[src/rtl/serial_full_subtractor.sv]
// rtl/serial_full_subtractor.sv - bit-serial LSB-first subtractor D = A - B with registered borrow
// Optional feature: define SERIAL_SUB_OVF_EN to add the two's-complement overflow output.
module serial_full_subtractor #(
    parameter int WIDTH = 8
) (
    input  logic clk,
    input  logic rst_n,
    input  logic start,
    input  logic in_valid,
    output logic in_ready,
    input  logic a_bit,
    input  logic b_bit,
    output logic diff_valid,
    output logic diff_bit,
    output logic busy,
    output logic done,
    output logic borrow_out
`ifdef SERIAL_SUB_OVF_EN
    ,
    output logic overflow
`endif
);

    localparam int CW = (WIDTH > 1) ? $clog2(WIDTH) : 1;

    typedef enum logic [1:0] {
        IDLE   = 2'd0,
        RUN    = 2'd1,
        DONE_S = 2'd2
    } state_t;

    state_t        state;
    logic          br;
    logic [CW-1:0] cnt;
    logic          accept;
    logic          diff_c;
    logic          br_c;
    logic          last_beat;

    assign in_ready  = (state == RUN);
    assign accept    = in_valid & in_ready;
    assign diff_c    = a_bit ^ b_bit ^ br;
    assign br_c      = (~a_bit & b_bit) | (~(a_bit ^ b_bit) & br);
    assign last_beat = (cnt == CW'(WIDTH - 1));

    always_ff @(posedge clk or negedge rst_n) begin
        if (!rst_n) begin
            state      <= IDLE;
            br         <= 1'b0;
            cnt        <= '0;
            diff_valid <= 1'b0;
            diff_bit   <= 1'b0;
            busy       <= 1'b0;
            done       <= 1'b0;
            borrow_out <= 1'b0;
`ifdef SERIAL_SUB_OVF_EN
            overflow   <= 1'b0;
`endif
        end else begin
            diff_valid <= 1'b0;
            done       <= 1'b0;
            case (state)
                IDLE: begin
                    if (start) begin
                        state      <= RUN;
                        br         <= 1'b0;
                        cnt        <= '0;
                        busy       <= 1'b1;
                        borrow_out <= 1'b0;
`ifdef SERIAL_SUB_OVF_EN
                        overflow   <= 1'b0;
`endif
                    end
                end
                RUN: begin
                    if (accept) begin
                        diff_bit   <= diff_c;
                        diff_valid <= 1'b1;
                        br         <= br_c;
                        if (last_beat) begin
                            // terminal beat: counter stops here, result flags latch with the last bit
                            state      <= DONE_S;
                            busy       <= 1'b0;
                            done       <= 1'b1;
                            borrow_out <= br_c;
`ifdef SERIAL_SUB_OVF_EN
                            overflow   <= (a_bit ^ b_bit) & (a_bit ^ diff_c);
`endif
                        end else begin
                            cnt <= cnt + CW'(1);
                        end
                    end
                end
                DONE_S: state <= IDLE;
                default: state <= IDLE;
            endcase
        end
    end

endmodule

[config.mk]
export PLATFORM = sky130hd
export DESIGN_NAME = serial_full_subtractor
export DESIGN_NICKNAME = d
export VERILOG_FILES = /design/src/rtl/serial_full_subtractor.sv
export SDC_FILE = /design/constraint.sdc
export NUM_CORES = 1
export LEC_CHECK = 0
export ABC_AREA = 0
export ABC_CLOCK_PERIOD_IN_PS = 4300
export CORE_AREA = 2 2 39 41
export CTS_CLUSTER_SIZE = 30
export DETAILED_ROUTE_END_ITERATION = 16
export DIE_AREA = 0 0 41 43
export GPL_ROUTABILITY_DRIVEN = 0
export PLACE_DENSITY = 0.71
export SYNTH_ARGS = -nofsm -noshare
export SYNTH_HDL_FRONTEND = slang
export SYNTH_SLANG_ARGS = --single-unit
[constraint.sdc]
create_clock -name clk -period 4.3 [get_ports clk]
set_input_delay 0.43 -clock clk [delete_from_list [all_inputs] [get_ports clk]]
set_output_delay 0.43 -clock clk [all_outputs]
set_load 0.01 [all_outputs]
==> impl_metrics.ini <==
[run_status]
status = finished, final reports clean

[final_layout]
syn2layout_area_growth_pct = 30.3
seqCellArea_um2 = 275
fill_cells = 141
num-nets-final = 67
n_antenna_cell = 0
stdcell_area_um2 = 673
layout_common_cells = 11 x dfrtp_1, 11 x clkdlybuf4s50_1, 5 x o21ai_0
multi_input_area_um2 = 226
layout-drive-gt1-share_pct = 15.8

[pwr]
vdd_drop_max_mv = 0.267
p_per_area_nw_per_um2 = 619
leakage_uw = 0.000306
switching_share_pct = 33.0
clock_power_share_pct = 17.3
p_comb_share_pct = 41.3
p_switching_uw = 138
pwr-share-seq_pct = 41.4
p_int_uw = 279

[sta]
skew_ns = 0.00395
fmax_mhz = 515
slew_headroom_pct = 67.6
fin_setup_tns_ns = 0
finalHoldViolCount = 0
worst_pin_slew_ns = 0.485
grt_setup_unrepaired = no
slew_violations = 0
fin_crit_sh_pct = 45.2
setup_viol = 0
finalCriticalPeriod_ns = 1.94

[logic_synthesis]
synth_edf_count = 0
synth_nets = 51
async_flop_share_pct = 100
ys_ff_latch = 11
synth_area_um2 = 517
synth_xor_xnor_area_share_pct = 0
ys.flop_type = dfrtp_1
postSynthCellCount = 42
synth_simple_gate_area_share_pct = 11.9
synth_compound_area_share_pct = 16.5
synthMuxAreaShare_pct = 6.78
postSynthAreaPerCell_um2 = 12.3
yosysUniqueCellTypes = 18
synth_top_family_by_area = compound AO/OA/AOI/OAI gates
yosys.area_share.adder_pct = 8.72
yosysSeqAreaShare_pct = 53.3
yosysWarnings = 0

[floorplanning]
start_util_pct = 37.3
die_w_um = 41
num_rows = 14
die_area_um2 = 1760
die_y_um = 43
io_pins = 12
coreArea_um2 = 1380

[clock_tree]
clk_latency_ns = 0.27
holdBufCountCts = 0
cts_buffers = 3
cts_resized = 0
cts-root-buf = clkbuf_4
clk_pin_slew_ns = 0.07
cts_sinks = 11
cts_tree = done
clockBufferDepth = 2
cts_setup_buffers = 0
htree_levels = 1

[critical_path]
startpoint_type = flip-flop
cp.arrival_ns = 1.51
critPathRequiredTime_ns = 3.87
crit_type = flip-flop to primary output
endpoint_kind = primary output
worst-path-max-fanout = 6

[global_route]
grt_overflow_total = 0
grt_max_degree = 12
grt_use_total_pct = 13.5
antenna_found_initial = 0
grt_pass1_wl_mm = 1.55
grt_pass1_vias = 362

[drt]
avgViaCountPerCell = 4.95
wl_per_cell_um = 12.7
drtIter0Drc = 2
ant_nets = 0
routed_wl_um = 924
dr.pass1.iters = 2
drc = 0
vias = 361

[job]
cap_violations = 0

[place]
place_area_um2 = 647
numPortBuffers = 11
hpwl_um = 676

[worst_hold_path]
worstHoldPathType = input port to async pin
[registers in the layout (all words and copies together), names as in the netlist]
name        count
done            1
br              1
busy            1
diff_bit        1
cnt             3
diff_valid      1
borrow_out      1
state           2
[worst paths after layout]
path / startpoint / to / slack [ns] / cells after the start
worst max-delay path: state[0]$_DFFE_PN0P_ / in_ready / 2.36 / 3
worst min-delay path: rst_n / diff_valid$_DFF_PN0_ / 0.48 / 1
worst max register to register: cnt[0]$_DFFE_PN0P_ / cnt[0]$_DFFE_PN0P_ / 2.67 / 5
worst min register to register: diff_bit$_DFFE_PN0P_ / diff_bit$_DFFE_PN0P_ / 0.50 / 2
max in group asynchronous: rst_n / busy$_DFFE_PN0P_ / 3.49 / 1
min in group clk: diff_bit$_DFFE_PN0P_ / diff_bit$_DFFE_PN0P_ / 0.50 / 2
[synthesized netlist by cell type (2+ instances only)]
cell type   n  share of area [%]
dfrtp_1    11                 53
mux2i_1     2                3.9
nor3_1      2                1.9
o21ai_0     5                4.8
nand2_1     4                2.9
a22o_2      2                3.9
inv_1       4                2.9
ha_1        2                4.8
[final cells by class]
cell class	instances	share of cell area, %
clock buffers	4	3.90
inverters	4	2.23
repair buffers	11	16.4
well taps	16	2.97
flip-flops and latches	11	40.9
multi-input cells	27	33.6
[power groups by stage]
| stage | Sequential, uW | Combinational, uW | Clock [uW] |
|---|---|---|---|
| after global routing | 178 | 190 | 80.2 |
| after floorplan | 177 | 98.1 | 0 |
| final | 172 | 172 | 71.9 |
| after global placement | 173 | 167 | 0 |
| after detailed placement | 174 | 173 | 0 |
| after CTS | 172 | 174 | 73.0 |
[critical path, cell delays in order, from the launching register on]
cell and delay [ns]:
dfrtp_1 0.42, inv_1 0.16, nor2_1 0.12, clkdlybuf4s50_1 0.54
[kinds of logic (layout without fill, tap and decap cells)]
kind of cell | after synthesis | after routing
AO/OA/AOI/OAI | 11 | 11
flip-flops | 11 | 11
adder cells (fa/ha/maj) | 3 | 3
multiplexers | 3 | 3
buffers and inverters | 4 | 19
AND/OR/NAND/NOR | 10 | 10
[metrics by stage]
step	hold WS (ns)	std cells	power, uW	util (%)	worst slack, ns
3_3_place_gp	0.464	69	340	46.7	2.42
3_5_place_dp	0.493	69	347	46.7	2.42
5_1_grt	0.523	73	449	48.6	2.25
4_1_cts	0.509	73	420	48.6	2.35
6_report	0.480	73	416	48.6	2.36
2_1_floorplan	0.134	42	275	-	2.76
[layer usage]
layer  vias up  track usage (%)  part of all wire [%]
met2        14             17.2                    42
li1        181                -                     -
met5         -                0                     0
met4         0             10.0                   2.9
met3         3             4.71                   6.7
met1       163             18.0                    49
No activity file was read; power rests on OpenSTA's default activity.
